$ cat src/rtl/core_pkg.sv
//------------------------------------------------------------------------------
// Module  : core_pkg
// Brief   : Shared types and sizes for the register-rename stage.
// Rev     : 1.0  initial release
//------------------------------------------------------------------------------
`default_nettype none

package core_pkg;

  localparam int ARCH_REGS = 32;
  localparam int PREGS     = 64;
  localparam int PREG_W    = 6;
  localparam int AREG_W    = 5;
  localparam int PAYLOAD_W = 32;

  typedef logic [PREG_W-1:0] preg_t;
  typedef logic [AREG_W-1:0] areg_t;

  localparam areg_t XZR_IDX = 5'd31;

  typedef struct packed {
    preg_t                prs1;
    preg_t                prs2;
    preg_t                prd;
    preg_t                old_prd;
    logic                 rd_we;
    logic [PAYLOAD_W-1:0] payload;
  } rename_pkt_t;

  typedef enum logic [1:0] {
    IDLE  = 2'd0,
    ALLOC = 2'd1,
    HOLD  = 2'd2
  } rename_state_t;

  // XZR is architecturally constant, so writes to it never allocate.
  function automatic logic eff_write(input logic we, input areg_t rd);
    return we && (rd != XZR_IDX);
  endfunction

endpackage

`default_nettype wire

$ cat src/rtl/rename_stage_if.sv
//------------------------------------------------------------------------------
// Module  : rename_stage_if
// Brief   : Decode, free-list, dispatch, commit and flush signals of the rename stage.
// Rev     : 1.0  initial release
//------------------------------------------------------------------------------
`default_nettype none

interface rename_stage_if #(
  parameter int PREG_W    = core_pkg::PREG_W,
  parameter int PAYLOAD_W = core_pkg::PAYLOAD_W
);

  logic                 in_valid;
  logic                 in_ready;
  logic [4:0]           in_rs1;
  logic [4:0]           in_rs2;
  logic [4:0]           in_rd;
  logic                 in_rd_we;
  logic [PAYLOAD_W-1:0] in_payload;

  logic                 alloc_en;
  logic [PREG_W-1:0]    alloc_phys;
  logic                 alloc_valid;

  logic                 free_en;
  logic [PREG_W-1:0]    free_phys;

  logic                 out_valid;
  logic                 out_ready;
  logic [PREG_W-1:0]    out_prs1;
  logic [PREG_W-1:0]    out_prs2;
  logic [PREG_W-1:0]    out_prd;
  logic [PREG_W-1:0]    out_old_prd;
  logic                 out_rd_we;
  logic [PAYLOAD_W-1:0] out_payload;

  logic                 commit_en;
  logic [4:0]           commit_rd;
  logic [PREG_W-1:0]    commit_prd;
  logic [PREG_W-1:0]    commit_old_prd;

  logic                 flush;

  modport slave (
    input  in_valid, in_rs1, in_rs2, in_rd, in_rd_we, in_payload,
    input  alloc_phys, alloc_valid, out_ready,
    input  commit_en, commit_rd, commit_prd, commit_old_prd, flush,
    output in_ready, alloc_en, free_en, free_phys,
    output out_valid, out_prs1, out_prs2, out_prd, out_old_prd, out_rd_we, out_payload
  );

  modport master (
    output in_valid, in_rs1, in_rs2, in_rd, in_rd_we, in_payload,
    output alloc_phys, alloc_valid, out_ready,
    output commit_en, commit_rd, commit_prd, commit_old_prd, flush,
    input  in_ready, alloc_en, free_en, free_phys,
    input  out_valid, out_prs1, out_prs2, out_prd, out_old_prd, out_rd_we, out_payload
  );

endinterface

`default_nettype wire

$ cat src/rtl/rename_map_table.sv
//------------------------------------------------------------------------------
// Module  : rename_map_table
// Brief   : Speculative and retirement arch->phys maps with flush restore.
// Rev     : 1.0  initial release
//------------------------------------------------------------------------------
`default_nettype none

module rename_map_table
  import core_pkg::*;
#(
  parameter int ARCH_REGS = core_pkg::ARCH_REGS
) (
  input  wire logic  clk,
  input  wire logic  reset,
  input  wire areg_t i_rs1,
  input  wire areg_t i_rs2,
  input  wire areg_t i_rd,
  output preg_t      o_prs1,
  output preg_t      o_prs2,
  output preg_t      o_old_prd,
  input  wire logic  i_spec_we,
  input  wire areg_t i_spec_rd,
  input  wire preg_t i_spec_prd,
  input  wire logic  i_ret_we,
  input  wire areg_t i_ret_rd,
  input  wire preg_t i_ret_prd,
  input  wire logic  i_restore
);

  preg_t r_spec [ARCH_REGS];
  preg_t r_ret  [ARCH_REGS];
  preg_t w_ret_next [ARCH_REGS];

  assign o_prs1    = (i_rs1 == XZR_IDX) ? preg_t'(XZR_IDX) : r_spec[i_rs1];
  assign o_prs2    = (i_rs2 == XZR_IDX) ? preg_t'(XZR_IDX) : r_spec[i_rs2];
  assign o_old_prd = r_spec[i_rd];

  // Restore source includes a commit retiring in the same cycle as the flush.
  genvar g;
  generate
    for (g = 0; g < ARCH_REGS; g++) begin : g_ret_next
      assign w_ret_next[g] = (i_ret_we && (i_ret_rd == areg_t'(g))) ? i_ret_prd : r_ret[g];
    end
  endgenerate

  always_ff @(posedge clk or posedge reset) begin
    if (reset) begin
      for (int i = 0; i < ARCH_REGS; i++) r_spec[i] <= preg_t'(i);
    end else if (i_restore) begin
      for (int i = 0; i < ARCH_REGS; i++) r_spec[i] <= w_ret_next[i];
    end else if (i_spec_we) begin
      r_spec[i_spec_rd] <= i_spec_prd;
    end
  end

  always_ff @(posedge clk or posedge reset) begin
    if (reset) begin
      for (int i = 0; i < ARCH_REGS; i++) r_ret[i] <= preg_t'(i);
    end else if (i_ret_we) begin
      r_ret[i_ret_rd] <= i_ret_prd;
    end
  end

endmodule

`default_nettype wire

$ cat src/rtl/rename_stage.sv
//------------------------------------------------------------------------------
// Module  : rename_stage
// Brief   : Single-issue rename: source lookup, destination allocation, commit/flush.
// Rev     : 1.0  initial release
//------------------------------------------------------------------------------
`default_nettype none

module rename_stage
  import core_pkg::*;
#(
  parameter int ARCH_REGS = core_pkg::ARCH_REGS,
  parameter int PHYS_REGS = core_pkg::PREGS
) (
  input  wire logic     clk,
  input  wire logic     reset,
  rename_stage_if.slave bus
);

  rename_state_t r_state;
  rename_pkt_t   r_pkt;
  areg_t         r_rd;
  logic          r_resp_due;
  logic          r_late_resp;
  logic          r_rcl_pend;
  preg_t         r_rcl_phys;

  preg_t w_prs1;
  preg_t w_prs2;
  preg_t w_old_prd;
  logic  w_eff_we;
  logic  w_accept;
  logic  w_alloc_ok;
  logic  w_spec_we;
  logic  w_ret_we;

  assign w_eff_we   = eff_write(bus.in_rd_we, bus.in_rd);
  assign w_accept   = (r_state == IDLE) && bus.in_valid && !bus.flush;
  assign w_alloc_ok = (r_state == ALLOC) && r_resp_due && bus.alloc_valid;
  assign w_spec_we  = w_alloc_ok && !bus.flush;
  assign w_ret_we   = bus.commit_en && (bus.commit_rd != XZR_IDX);

  rename_map_table #(
    .ARCH_REGS (ARCH_REGS)
  ) u_map (
    .clk        (clk),
    .reset      (reset),
    .i_rs1      (bus.in_rs1),
    .i_rs2      (bus.in_rs2),
    .i_rd       (bus.in_rd),
    .o_prs1     (w_prs1),
    .o_prs2     (w_prs2),
    .o_old_prd  (w_old_prd),
    .i_spec_we  (w_spec_we),
    .i_spec_rd  (r_rd),
    .i_spec_prd (bus.alloc_phys),
    .i_ret_we   (w_ret_we),
    .i_ret_rd   (bus.commit_rd),
    .i_ret_prd  (bus.commit_prd),
    .i_restore  (bus.flush)
  );

  always_ff @(posedge clk or posedge reset) begin
    if (reset) begin
      r_state     <= IDLE;
      r_pkt       <= '0;
      r_rd        <= '0;
      r_resp_due  <= 1'b0;
      r_late_resp <= 1'b0;
      r_rcl_pend  <= 1'b0;
      r_rcl_phys  <= '0;
    end else begin
      // A request pulsed in the flush cycle still gets its response one cycle later.
      r_late_resp <= bus.flush && (r_state == ALLOC) && !r_resp_due;
      if (r_rcl_pend && !bus.commit_en) r_rcl_pend <= 1'b0;
      if ((bus.flush && w_alloc_ok) || (r_late_resp && bus.alloc_valid)) begin
        r_rcl_pend <= 1'b1;
        r_rcl_phys <= bus.alloc_phys;
      end

      if (bus.flush) begin
        r_state    <= IDLE;
        r_resp_due <= 1'b0;
      end else begin
        case (r_state)
          IDLE: begin
            if (bus.in_valid) begin
              r_pkt.prs1    <= w_prs1;
              r_pkt.prs2    <= w_prs2;
              r_pkt.prd     <= '0;
              r_pkt.rd_we   <= w_eff_we;
              r_pkt.payload <= bus.in_payload;
              r_rd          <= bus.in_rd;
              if (w_eff_we) begin
                r_pkt.old_prd <= w_old_prd;
                r_resp_due    <= 1'b1;
                r_state       <= ALLOC;
              end else begin
                r_pkt.old_prd <= '0;
                r_state       <= HOLD;
              end
            end
          end
          ALLOC: begin
            // Alternates request cycle and response cycle until the free list succeeds.
            if (r_resp_due) begin
              r_resp_due <= 1'b0;
              if (bus.alloc_valid) begin
                r_pkt.prd <= bus.alloc_phys;
                r_state   <= HOLD;
              end
            end else begin
              r_resp_due <= 1'b1;
            end
          end
          HOLD: begin
            if (bus.out_ready) r_state <= IDLE;
          end
          default: r_state <= IDLE;
        endcase
      end
    end
  end

  assign bus.in_ready    = (r_state == IDLE);
  assign bus.alloc_en    = (w_accept && w_eff_we) || ((r_state == ALLOC) && !r_resp_due);
  assign bus.out_valid   = (r_state == HOLD);
  assign bus.out_prs1    = r_pkt.prs1;
  assign bus.out_prs2    = r_pkt.prs2;
  assign bus.out_prd     = r_pkt.prd;
  assign bus.out_old_prd = r_pkt.old_prd;
  assign bus.out_rd_we   = r_pkt.rd_we;
  assign bus.out_payload = r_pkt.payload;

  // Commit owns the free port; a reclaim waits for the first commit-free cycle.
  assign bus.free_en   = bus.commit_en || r_rcl_pend;
  assign bus.free_phys = bus.commit_en ? bus.commit_old_prd :
                         (r_rcl_pend ? r_rcl_phys : '0);

  a_no_xzr_commit: assert property (@(posedge clk) disable iff (reset)
    !(bus.commit_en && (bus.commit_rd == XZR_IDX)));

  a_alloc_range: assert property (@(posedge clk) disable iff (reset)
    w_alloc_ok |-> (int'(bus.alloc_phys) < PHYS_REGS));

endmodule

`default_nettype wire

$ cat src/flat_wrapper.sv
// flat-port wrapper written by rule: the top's interface ports become plain ports
module rename_stage_flat import core_pkg::*;
#(
  parameter int ARCH_REGS = core_pkg::ARCH_REGS,
  parameter int PHYS_REGS = core_pkg::PREGS
)
  (clk, reset, bus_in_valid, bus_in_rs1, bus_in_rs2, bus_in_rd, bus_in_rd_we, bus_in_payload, bus_alloc_phys, bus_alloc_valid, bus_out_ready, bus_commit_en, bus_commit_rd, bus_commit_prd, bus_commit_old_prd, bus_flush, bus_in_ready, bus_alloc_en, bus_free_en, bus_free_phys, bus_out_valid, bus_out_prs1, bus_out_prs2, bus_out_prd, bus_out_old_prd, bus_out_rd_we, bus_out_payload);
  rename_stage_if bus_i ();
  input  wire logic clk;
  input  wire logic reset;
  input wire logic [$bits(bus_i.in_valid)-1:0] bus_in_valid;
  input wire logic [$bits(bus_i.in_rs1)-1:0] bus_in_rs1;
  input wire logic [$bits(bus_i.in_rs2)-1:0] bus_in_rs2;
  input wire logic [$bits(bus_i.in_rd)-1:0] bus_in_rd;
  input wire logic [$bits(bus_i.in_rd_we)-1:0] bus_in_rd_we;
  input wire logic [$bits(bus_i.in_payload)-1:0] bus_in_payload;
  input wire logic [$bits(bus_i.alloc_phys)-1:0] bus_alloc_phys;
  input wire logic [$bits(bus_i.alloc_valid)-1:0] bus_alloc_valid;
  input wire logic [$bits(bus_i.out_ready)-1:0] bus_out_ready;
  input wire logic [$bits(bus_i.commit_en)-1:0] bus_commit_en;
  input wire logic [$bits(bus_i.commit_rd)-1:0] bus_commit_rd;
  input wire logic [$bits(bus_i.commit_prd)-1:0] bus_commit_prd;
  input wire logic [$bits(bus_i.commit_old_prd)-1:0] bus_commit_old_prd;
  input wire logic [$bits(bus_i.flush)-1:0] bus_flush;
  output wire logic [$bits(bus_i.in_ready)-1:0] bus_in_ready;
  output wire logic [$bits(bus_i.alloc_en)-1:0] bus_alloc_en;
  output wire logic [$bits(bus_i.free_en)-1:0] bus_free_en;
  output wire logic [$bits(bus_i.free_phys)-1:0] bus_free_phys;
  output wire logic [$bits(bus_i.out_valid)-1:0] bus_out_valid;
  output wire logic [$bits(bus_i.out_prs1)-1:0] bus_out_prs1;
  output wire logic [$bits(bus_i.out_prs2)-1:0] bus_out_prs2;
  output wire logic [$bits(bus_i.out_prd)-1:0] bus_out_prd;
  output wire logic [$bits(bus_i.out_old_prd)-1:0] bus_out_old_prd;
  output wire logic [$bits(bus_i.out_rd_we)-1:0] bus_out_rd_we;
  output wire logic [$bits(bus_i.out_payload)-1:0] bus_out_payload;
  assign bus_i.in_valid = bus_in_valid;
  assign bus_i.in_rs1 = bus_in_rs1;
  assign bus_i.in_rs2 = bus_in_rs2;
  assign bus_i.in_rd = bus_in_rd;
  assign bus_i.in_rd_we = bus_in_rd_we;
  assign bus_i.in_payload = bus_in_payload;
  assign bus_i.alloc_phys = bus_alloc_phys;
  assign bus_i.alloc_valid = bus_alloc_valid;
  assign bus_i.out_ready = bus_out_ready;
  assign bus_i.commit_en = bus_commit_en;
  assign bus_i.commit_rd = bus_commit_rd;
  assign bus_i.commit_prd = bus_commit_prd;
  assign bus_i.commit_old_prd = bus_commit_old_prd;
  assign bus_i.flush = bus_flush;
  assign bus_in_ready = bus_i.in_ready;
  assign bus_alloc_en = bus_i.alloc_en;
  assign bus_free_en = bus_i.free_en;
  assign bus_free_phys = bus_i.free_phys;
  assign bus_out_valid = bus_i.out_valid;
  assign bus_out_prs1 = bus_i.out_prs1;
  assign bus_out_prs2 = bus_i.out_prs2;
  assign bus_out_prd = bus_i.out_prd;
  assign bus_out_old_prd = bus_i.out_old_prd;
  assign bus_out_rd_we = bus_i.out_rd_we;
  assign bus_out_payload = bus_i.out_payload;
  rename_stage #(.ARCH_REGS(ARCH_REGS), .PHYS_REGS(PHYS_REGS)) u_core (.clk(clk), .reset(reset), .bus(bus_i));
endmodule
$ cat config.mk
export PLATFORM = sky130hd
export DESIGN_NAME = rename_stage_flat
export DESIGN_NICKNAME = d
export VERILOG_FILES = /design/src/rtl/core_pkg.sv /design/src/rtl/rename_stage_if.sv /design/src/rtl/rename_map_table.sv /design/src/rtl/rename_stage.sv /design/src/flat_wrapper.sv
export SDC_FILE = /design/constraint.sdc
export NUM_CORES = 1
export LEC_CHECK = 0
export ABC_AREA = 0
export CAP_MARGIN = 20
export CORE_MARGIN = 3
export CORE_UTILIZATION = 60
export CTS_BUF_LIST = sky130_fd_sc_hd__clkbuf_4
export DETAILED_ROUTE_END_ITERATION = 7
export PLACE_DENSITY = 0.8
export SLEW_MARGIN = 20
export SYNTH_ARGS = -nofsm -noshare
export SYNTH_HDL_FRONTEND = slang
export SYNTH_SLANG_ARGS = --single-unit
$ cat constraint.sdc
create_clock -name clk -period 21.9 [get_ports clk]
set_input_delay 6.57 -clock clk [delete_from_list [all_inputs] [get_ports clk]]
set_output_delay 6.57 -clock clk [all_outputs]
set_load 0.02 [all_outputs]
# After elaboration in Yosys (flattened, before gate mapping)
# Index checks and enable logic that the tools add are counted.
[op_classes]
mux = 72
n_reduce_logical = 64
bitwise = 6
n_eq_ne = 45
n_lt_le_gt_ge = 7
[op_table]
columns = ["op", "n"]
rows = [
  ["$bwmux W192", 2],
  ["$mux W192", 2],
  ["$mux W6", 47],
  ["$bmux W6 S5", 3],
  ["$eq A5 B5 Y1 const B", 18],
  ["$demux W6 S5", 2],
  ["$logic_and A1 B1 Y1", 48],
  ["$mux W45", 1],
  ["$eq A5 B4 Y1 const B", 8],
  ["$ge A6 B6 Y1 const B", 5],
  ["$not A5 Y6", 5],
  ["$eq A5 B3 Y1 const B", 4],
  ["$lt A6 B1 Y1 const B", 2],
  ["$mux W2", 6],
  ["$pmux W6 S2", 1],
  ["$eq A5 B2 Y1 const B", 2],
  ["$ne A5 B5 Y1 const B", 2],
  ["$ne A3 B3 Y1 const B", 3],
  ["$mux W1", 6],
  ["$ne A3 B2 Y1 const B", 2],
  ["$pmux W2 S3", 1],
  ["$reduce_and A3 Y1", 2],
  ["$reduce_bool A2 Y1", 3],
  ["$eq A5 B1 Y1 const B", 1],
  ["13 further kinds", 18],
]
[word_totals]
elab_cells = 270
out_inout_bits = 67
input_bits = 78
regBits = 457

# Longest topological paths before layout
# Gate-level depths: netlist of run 1.
[logic_depth]
depth_word = 8
depth_mapped = 8
mapped_depth_nobuf = 5

# By module
# Synthesis of run 1 repeated with hierarchy kept, for this count alone.
[unflattened]
hier_cells = 1856
area_unflattened_um2 = 24847.6
[modules_own_cells]
columns = ["module", "cells_per_inst", "n_inst", "seq_area_each_um2", "area_per_inst_um2"]
rows = [
  ["rename_map_table", 1522, 1, 9809.4, 21738.3],
  ["rename_stage", 334, 1, 1826.8, 3109.2],
]

# Least setup slack after synthesis of run 1
# OpenSTA, ideal clock, no wires.
[synth_path]
path_type = "input to output"
start = "input bus_flush"
end = "output bus_alloc_en"
required_time_ps = 15330
path_stages = 5
setup_slack_ps = 7384
arrival_ps = 7946
path_buffers = 3
cell_sequence = "or4b_1 -> clkbuf_1 -> buf_2 -> clkbuf_1 -> o22ai_1"
[synth_between]
elab_chain_len = 4
[synth_lines]
columns = ["element", "line_no", "rtl"]
rows = [
  ["from (decl)", "flat_wrapper.sv:24", "input wire logic [$bits(bus_i.flush)-1:0] bus_flush;"],
  ["$logic_not A1 Y1", "rename_stage.sv:37", "assign w_accept = (r_state == IDLE) && bus.in_valid && !bus.flush;"],
  ["$logic_and A1 B1 Y1", "rename_stage.sv:37", ""],
  ["$logic_and A1 B1 Y1", "rename_stage.sv:125", "assign bus.alloc_en = (w_accept && w_eff_we) || ((r_state == ALLOC) && !r_resp_due);"],
  ["$logic_or A1 B1 Y1", "rename_stage.sv:125", ""],
  ["to (decl)", "flat_wrapper.sv:26", "output wire logic [$bits(bus_i.alloc_en)-1:0] bus_alloc_en;"],
]
# Every way passes these cells.

# Worst setup path in the final report of run 1
[layout_path]
start = "input bus_in_rd[3]"
end = "output bus_alloc_en"
[layout_between]
elab_chain_len = 4
[layout_lines]
columns = ["element", "line_no", "rtl"]
rows = [
  ["from (decl)", "flat_wrapper.sv:14", "input wire logic [$bits(bus_i.in_rd)-1:0] bus_in_rd;"],
  ["$ne A5 B5 Y1", "core_pkg.sv:38", "return we && (rd != XZR_IDX);"],
  ["$logic_and A1 B1 Y1", "core_pkg.sv:38", ""],
  ["$logic_and A1 B1 Y1", "rename_stage.sv:125", ""],
  ["$logic_or A1 B1 Y1", "rename_stage.sv:125", ""],
]
# Every way passes these cells.

==> results of run 1 <==
==> final cells by class <==
type / instances / area, um2
fillers: 2818 / 12300
clock buffers: 179 / 1340
inverters: 7 / 33.8
flip-flops and latches: 457 / 11600
diodes: 2 / 5.00
multi-input cells: 1299 / 12200
clock inverters: 37 / 259
well taps: 525 / 657
repair buffers: 177 / 1670
==> layout by cell type, fill, tap and decap left out, types with 26 or more instances in the layout <==
cell               n
mux2_2           416
nand2_1          249
o21ai_1           26
nor2_1            38
mux4_2           123
dfrtp_1          297
clkinv_1          27
buf_4             33
clkbuf_4         179
o21ai_0           88
dfstp_2          160
mux2i_1          148
clkdlybuf4s50_1  136
==> metal layers <==
layer  global-route usage  vias up  part of all wire
met3               0.0923      176              0.12
met5                    0        -                 0
met1                0.465     8966              0.39
li1                     -     7398                 -
met4                0.136        0             0.039
met2                0.490     1196              0.45
==> stage by stage <==
step / total power, mW / utilization
after floorplan: 1.58 / -
after global placement: 1.78 / 0.654
after detailed placement: 1.81 / 0.654
after CTS: 2.59 / 0.694
after global routing: 2.70 / 0.694
final: 2.59 / 0.694
==> path summary, 6_finish.rpt <==
check                                      startpoint                 endpoint  slack [ps]  cells after the start
worst max-delay path                     bus_in_rd[3]             bus_alloc_en        5840                      5
worst min register to register  u_core.u_map.r_ret[4]    u_core.u_map.r_ret[4]         370                      0
worst min-delay path            u_core.u_map.r_ret[4]    u_core.u_map.r_ret[4]         370                      0
min in group asynchronous                       reset  u_core.u_map.r_ret[159]        6320                      2
max in group asynchronous                       reset   u_core.u_map.r_ret[42]       13110                      4
worst max register to register         u_core.r_rd[1]   u_core.u_map.r_spec[5]       19020                      5
==> power groups by stage <==
stage / Combinational [mW] / Sequential, mW / Clock [mW]
2_1_floorplan: 0.419 / 1.16 / 0
3_3_place_gp: 0.572 / 1.21 / 0
3_5_place_dp: 0.592 / 1.22 / 0
4_1_cts: 0.594 / 1.21 / 0.786
5_1_grt: 0.643 / 1.23 / 0.829
6_report: 0.598 / 1.22 / 0.772
==> sequential cells by signal (all words and copies together) (netlist names), 2 cells and up <==
register                count
u_core.bus.out_prd          6
u_core.r_rd                 5
u_core.bus.out_old_prd      6
u_core.u_map.r_spec       192
u_core.r_rcl_phys           6
u_core.bus.out_prs1         6
u_core.r_state              2
u_core.bus.out_payload     32
u_core.u_map.r_ret        192
u_core.bus.out_prs2         6
==> cell usage after synthesis, types with 5 or more instances <==
cell type / n
nor2_1: 38
nand2b_1: 6
nor3_4: 7
o21ai_0: 88
nand2_2: 8
a32o_1: 6
nand2_1: 249
nand3_1: 17
a211oi_1: 22
buf_2: 34
buf_4: 16
nor2b_1: 20
inv_1: 6
nor2_2: 13
o22ai_1: 7
o41ai_1: 5
o21ai_1: 26
clkbuf_1: 99
mux4_2: 123
a21oi_1: 21
buf_1: 7
dfrtp_1: 297
dfstp_2: 160
mux2i_1: 148
o221ai_1: 10
mux2_2: 416
o221a_2: 7
==> logic make-up (layout without fill, tap and decap cells) <==
kind of cell | count (synthesis) | after routing | share of synthesized area
AND/OR/NAND/NOR | 401 | 401 | 0.0801
flip-flops | 457 | 457 | 0.473
buffers and inverters | 167 | 400 | 0.0308
other | 0 | 2 | 0
multiplexers | 689 | 689 | 0.364
AO/OA/AOI/OAI | 209 | 209 | 0.0525
==> out/metrics.csv, run 1 <==
metric,value,unit
fin_setup_tns,0,ps
end_kind,primary output,
fin_crit,16060,ps
port_buffers,144,
post_drt_wl_per_cell,26.9,um
initial_core_util,0.614,
clock_sinks,457,
cp_num_buf_inv,2,
coreArea,40100,um2
synthCells,1923,
max_stage_delay,930,ps
synth.yosys.seq_area_share,0.473,
slew_headroom,0.305,
synth_cell_types,63,
synth-main-ff-cell,dfrtp_1,
ys_top_cells_by_area,"dfrtp_1 (30%), mux2_2 (19%), dfstp_2 (17%)",
leakage,11.9,nW
ant_nets,0,
crit_arrival,9490,ps
setup-violations-final,0,
insertion_delay,850,ps
syn_nets,2001,
syn_area,24600,um2
place_hpwl,47200,um
clockBufferDepth,3,
comb_power_share,0.231,
worst-slew-pin-transition,1040,ps
cts_resized,0,
nNetsFinal,2135,
synth-edff-count,0,
design_area,27800,um2
power_frac_clock,0.298,
cts_htree_levels,3,
power.switching,0.792,mW
dr.pass1.iters,6,
post-route-period-util,0.733,
wirelength,72100,um
ios,145,
rsz0062_at_grt,no,
layout.cells.non_filler,2683,
seqPwrFrac,0.471,
die_area,43500,um2
drtIter0Drc,2635,
place_area,26200,um2
grt_pass1_wl,110000,um
drive_above_1_share,0.455,
grt_pass1_vias,18000,
die_y,209,um
cpMostUsedCell,clkdlybuf4s50_1,
yosys_warnings,0,
area_growth_syn_to_layout,13.1,%
critPathTopFamily,buffers and inverters,
crit_chain,"clkdlybuf4s50_1, nand3_1, o21ai_0, o22ai_1, clkdlybuf4s50_1",
yosys.area.top_type_share,0.302,
drc,0,
yosys_register_bits,457,
gp_congestion,0.962,
max_freq,62.3,MHz
synth_top_cell_by_area,dfrtp_1,
pre_cts_slack,5930,ps
crit_type,in -> out,
start_kind,primary input,
postCtsSetupBuffers,0,
grt-ovfl-total,0,
drv_slew,0,
antenna_found_initial,3,
hold_viol_final,0,
synth.avg_cell_area,12.8,um2
cts-hold-fix-buffers,0,
cts_buffers,115,
cp_max_fo,18,
cts.reportedPaths.clkPinSlew,60,ps
vias_per_cell,6.61,
async_flop_share,1.00,
grt_max_degree,179,
skew,66.6,ps
fin_hold_ws,369,ps
p_int,1.80,mW
grt_use_total,0.330,
outcome,completed,
fin_ws,5840,ps
min_path_type,reg -> reg,
rows,73,
vias,17700,
cap_violations,0,
place_inst,2465,
irDropWorstVdd,46.2,uV
cts_tree,built,
switching_share,0.306,
power.density,93.0,nW/um2
root_buffer,clkbuf_4,
required,15330,ps
die_w,209,um
cp_slowest_cell,clkdlybuf4s50_1,
(Power assumes the default switching activity.)
==> inputs of run 2 (changes only) <==
Clock period 21.9 ns to 14.9 ns, I/O delays scaled along.
==> out/metrics.csv, run 2 (synthesized netlist as in run 1, its figures left out) <==
metric,value,unit
outcome,completed,
place_area,26200,um2
grt-ovfl-total,0,
drv_slew,0,
cp_slowest_cell,clkdlybuf4s50_1,
design_area,27900,um2
worst-slew-pin-transition,1180,ps
vias_per_cell,6.58,
gr-usage-met2,0.492,
power.switching,1.18,mW
root_buffer,clkbuf_4,
cts_htree_levels,3,
cp_max_fo,18,
die_w,209,um
rr_worst_depth,5,
cap_violations,0,
power.density,137,nW/um2
hold_viol_final,0,
crit_chain,"clkdlybuf4s50_1, nand3_1, o21ai_0, o22ai_1, clkdlybuf4s50_1",
cts_resized,0,
layout.cells.non_filler,2688,
cts_buffers,117,
rsz0062_at_grt,no,
wirelength,72000,um
antenna_found_initial,1,
start_kind,primary input,
cpMostUsedCell,clkdlybuf4s50_1,
fin_ws,2930,ps
cts_tree,built,
slew_headroom,0.212,
gp_congestion,0.966,
cts-hold-fix-buffers,0,
grt_max_degree,178,
ios,145,
post_drt_wl_per_cell,26.8,um
initial_core_util,0.614,
seqPwrFrac,0.468,
p_int,2.65,mW
end_kind,primary output,
max_freq,83.6,MHz
place_hpwl,47600,um
required,10430,ps
power_frac_clock,0.302,
nNetsFinal,2135,
clock_sinks,457,
vias,17700,
cts.reportedPaths.clkPinSlew,60,ps
cp_num_buf_inv,2,
max_stage_delay,970,ps
drc,0,
ant_nets,0,
skew,78.2,ps
grt_pass1_vias,17900,
pre_cts_slack,3010,ps
postCtsSetupBuffers,0,
final_cell_mix,"mux2_2 (416), dfrtp_1 (297), nand2_1 (249)",
whs_path_depth,0,
globalRouteMet3Util,0.0851,
drtIter0Drc,2207,
grt_use_total,0.329,
insertion_delay,880,ps
area_growth_syn_to_layout,13.2,%
p_total,3.82,mW
fin_setup_tns,0,ps
setup-violations-final,0,
drive_above_1_share,0.458,
switching_share,0.308,
clockBufferDepth,3,
die_area,43500,um2
nFillCells,2825,
min_path_type,reg -> reg,
die_y,209,um
post-route-period-util,0.803,
critPathTopFamily,buffers and inverters,
cp.depth,5,
crit_type,in -> out,
coreArea,40100,um2
fin_crit,11970,ps
comb_power_share,0.230,
crit_arrival,7500,ps
grt_util_met1,0.467,
place_inst,2463,
irDropWorstVdd,65.4,uV
rows,73,
port_buffers,144,
busiest_layer,met2,
final_common_cell,mux2_2,
grt_pass1_wl,109000,um
dr.pass1.iters,6,
leakage,12.0,nW
run 2: cell types whose count changed in the layout (fill, tap and decap cells not counted):
| cell | change |
|---|---|
| inv_8 | -1 |
| buf_4 | -3 |
| clkbuf_4 | +7 |
| inv_2 | +1 |
| diode_2 | -1 |
| clkinv_1 | -3 |
| bufinv_16 | -1 |
| clkinv_2 | +3 |
| buf_12 | +1 |
| inv_6 | +2 |
run 2: final cells by class:
| cell class | instances | area (um2) | share of cell area |
|---|---|---|---|
| Inverter | 7 | 30.0 | 0.00108 |
| Tap cell | 525 | 657 | 0.0236 |
| Timing Repair Buffer | 175 | 1670 | 0.0599 |
| Multi-Input combinational cell | 1299 | 12200 | 0.439 |
| Clock buffer | 186 | 1400 | 0.0501 |
| Clock inverter | 38 | 246 | 0.00884 |
| Antenna cell | 1 | 2.50 | 0.0000898 |
| Sequential cell | 457 | 11600 | 0.417 |
run 2: worst paths after layout:
path	to	slack (ps)	from
worst max-delay path	bus_alloc_en	2930	bus_in_rd[3]
worst min-delay path	u_core.u_map.r_ret[1]	370	u_core.u_map.r_ret[1]
worst max register to register	u_core.u_map.r_spec[5]	11980	u_core.r_rd[0]
worst min register to register	u_core.u_map.r_ret[1]	370	u_core.u_map.r_ret[1]
max in group asynchronous	u_core.u_map.r_spec[23]	8400	reset
min in group asynchronous	u_core.u_map.r_spec[188]	4140	reset
run 2: power by group through the flow:
stage | clock, mW | combinational (mW) | sequential (mW)
CTS | 1.17 | 0.876 | 1.77
floorplan | 0 | 0.616 | 1.71
finish | 1.16 | 0.880 | 1.79
global route | 1.25 | 0.946 | 1.80
global placement | 0 | 0.845 | 1.77
detailed placement | 0 | 0.870 | 1.79
run 2: worst register-to-register path, cell delays in order, from the launching register on:
cell and delay [ps]:
dfrtp_1 820, nand2_1 580, nor3_4 490, nand3_1 470, mux2i_1 280, o21ai_0 90
run 2: per-stage QoR:
stage / hold WS [ps] / util
5_1_grt: 376 / 0.695
3_3_place_gp: 359 / 0.654
2_1_floorplan: 429 / -
6_report: 367 / 0.695
3_5_place_dp: 358 / 0.654
4_1_cts: 367 / 0.695
run 2: routing by layer:
layer / up-vias / part of all wire
met3: 178 / 0.11
met5: - / 0
met2: 1046 / 0.45
li1: 7411 / -
met4: 0 / 0.038
met1: 9047 / 0.40
==> edit (settings of run 1) <==
Make the reset (`reset`) synchronous in 3 clocked blocks.
--- a/src/rtl/rename_map_table.sv
+++ b/src/rtl/rename_map_table.sv
@@ -45,3 +45,3 @@
 
-  always_ff @(posedge clk or posedge reset) begin
+  always_ff @(posedge clk) begin
     if (reset) begin
@@ -55,3 +55,3 @@
 
-  always_ff @(posedge clk or posedge reset) begin
+  always_ff @(posedge clk) begin
     if (reset) begin
--- a/src/rtl/rename_stage.sv
+++ b/src/rtl/rename_stage.sv
@@ -61,3 +61,3 @@
 
-  always_ff @(posedge clk or posedge reset) begin
+  always_ff @(posedge clk) begin
     if (reset) begin
Formal check against the unedited RTL: not equivalent (Yosys sat finds a counterexample within 4 cycles, from zero or initial values and one cycle with reset high; the reset may be asserted at any time).
==> edit against run 1 <==
  * Worst hold slack improved by 0.084 ns
  * Setup slack better by 0.32 ns
  * Die area rose by 3.8%
  * Final area is 1.8% higher
  * Sequential cell count unchanged
  * Synthesized area increased by 4.0%
  * Core utilization shrank 2.0 points
  * Routed wire length increased by 12%
  * Synthesized cell count increased by 17%
  * Cell count grew 9.8%
  * Highest routed layer unchanged
Power is not compared: it rests on default switching activity, and its combinational part moved more than twofold at a synthesized area within 25%.
==> edit: results (changes against run 1) <==
\begin{tabular}{lr}
\hline
Metric & Value \\
\hline
\multicolumn{2}{l}{\textbf{Synth}} \\
\quad Sequential area share after synthesis & 0.5076 (+0.03502) \\
\quad Async SR Flop Fraction & 0 (-1.000) \\
\quad Synth Instances & 2245 (+17\%) \\
\quad Ranking of synthesized cells by instance count & edfxtp\_1, nand2\_1, mux2i\_1, clkbuf\_1, mux4\_2 \\
\quad Post-synth EDFFs & 384 (+384) \\
\multicolumn{2}{l}{\textbf{Worst hold path}} \\
\quad Hold path depth & 2 (+2) \\
\quad Beginning of the worst hold path & u\_core.bus.out\_payload[27]\$\_SDFFE\_PP0P\_ \\
\quad Terminating pin of the worst hold path & u\_core.bus.out\_payload[27]\$\_SDFFE\_PP0P\_ \\
\multicolumn{2}{l}{\textbf{Timing}} \\
\quad Measured slew at the worst slew-check pin & 1.210 ns (+0.1697 ns) \\
\quad Final Skew & 0.07612 ns (+0.009481 ns) \\
\multicolumn{2}{l}{\textbf{Layout}} \\
\quad Nets & 2390 (+12\%) \\
\quad Final non-filler cell total & 2945 (+9.8\%) \\
\quad Layout cells sized above 1 & 0.1713 (-0.2842) \\
\multicolumn{2}{l}{\textbf{Global route}} \\
\quad Overall Global Routing Usage & 0.3555 (+0.02538) \\
\quad Antenna violations before repair & 1 (-2) \\
\multicolumn{2}{l}{\textbf{Critical path}} \\
\quad Highest fanout seen on the critical path & 20 (+2) \\
\quad RR Startpoint & u\_core.r\_state[0]\$\_SDFFE\_PP0P\_ \\
\quad Endpoint of the most critical register-to-register path & u\_core.u\_map.r\_spec[21][4]\$\_DFFE\_PP\_ \\
\quad Setup slack, reg-to-reg & 18.25 ns (-0.77 ns) \\
\quad Crit path arrival time & 9.18 ns (-0.31 ns) \\
\multicolumn{2}{l}{\textbf{Status}} \\
\quad Run status & completed \\
\multicolumn{2}{l}{\textbf{Place}} \\
\quad Half-perimeter wire length of the detailed placement result & 54420 µm (+15\%) \\
\quad Cell total after placement & 2738 (+11\%) \\
\multicolumn{2}{l}{\textbf{Clock tree}} \\
\quad TritonCTS buffer count & 111 (-3.5\%) \\
\quad Clock latency at the later pin of the worst-skew pair & 0.90 ns (+0.05 ns) \\
\multicolumn{2}{l}{\textbf{Drt}} \\
\quad DR iter-0 viols & 3031 (+15\%) \\
\quad Number of vias per cell & 6.951 (+5.1\%) \\
\hline
\end{tabular}
[edit: cell count changes after synthesis, moves of 39 or more]
cell	delta
nor3_1	+82
nand2_1	+79
o22ai_1	+55
mux2_2	-403
nor2_1	+64
a21oi_1	+73
o31ai_1	+39
and2_1	+43
dfrtp_1	-297
dfstp_2	-160
dfxtp_1	+73
clkbuf_1	+47
nand2b_1	+40
edfxtp_1	+384
[edit: routing by layer]
layer	global-route usage	vias to the layer above	wire, µm	share of wire
met2	0.5510	1729	36660	0.45
met3	0.09326	306	11390	0.14
met1	0.4692	9717	28680	0.36
li1	-	8718	-	-
met4	0.1773	0	4022	0.050
met5	0	-	0	0
[edit: worst max-delay path, stage by stage]
cell and delay, ns:
clkdlybuf4s50_1 1.01, nand3_1 0.37, o211ai_1 0.48, o21ai_0 0.17, clkdlybuf4s50_1 0.58
[edit: kinds of logic (layout without fill, tap and decap cells)]
kind of cell / Yosys count / in the layout / share of synthesized area
simple gates: 818 / 818 / 0.1594
flops: 457 / 457 / 0.5076
compound gates: 420 / 420 / 0.1040
mux: 308 / 308 / 0.1852
buf+inv: 240 / 396 / 0.04351
other cells: 2 / 7 / 0.0002934
[edit: power by group]
group | switching (mW) | internal [mW] | total, mW
combinational | 0.163 | 0.109 | 0.271
clock | 0.350 | 0.360 | 0.710
sequential | 0.0394 | 0.998 | 1.04
total | 0.552 | 1.47 | 2.02
[edit: stage by stage]
| stage | instance area, µm² | worst slack, ns | hold slack, ns |
|---|---|---|---|
| 3_3_place_gp | 26900 | 6.384 | 0.4378 |
| 4_1_cts | 28350 | 6.287 | 0.4545 |
| 3_5_place_dp | 26900 | 6.301 | 0.4450 |
| 2_1_floorplan | 25610 | 7.642 | 0.4636 |
| 6_report | 28350 | 6.154 | 0.4524 |
| 5_1_grt | 28350 | 6.028 | 0.4761 |
[edit: worst max-delay path by stage]
stage / end / slack, ns / startpoint / cells past startpoint
floorplan: bus_alloc_en / 7.64 / bus_in_rd[1] / 5
global placement: bus_alloc_en / 6.38 / bus_in_rd[2] / 6
detailed placement: bus_alloc_en / 6.30 / bus_in_rd[4] / 5
CTS: bus_alloc_en / 6.29 / bus_in_rd[4] / 5
global route: bus_alloc_en / 6.03 / bus_in_rd[4] / 5
finish: bus_alloc_en / 6.15 / bus_in_rd[4] / 5
[edit: cell type report]
type	count	area, µm²	share of cell area
Inverter	10	37.54	0.001324
Tap cell	539	674.4	0.02379
Clock inverter	47	254.0	0.008958
Multi-Input combinational cell	1552	11520	0.4064
Sequential cell	457	12990	0.4582
Timing Repair Buffer	180	1675	0.05909
Clock buffer	159	1194	0.04210
Antenna cell	1	2.502	0.00008826
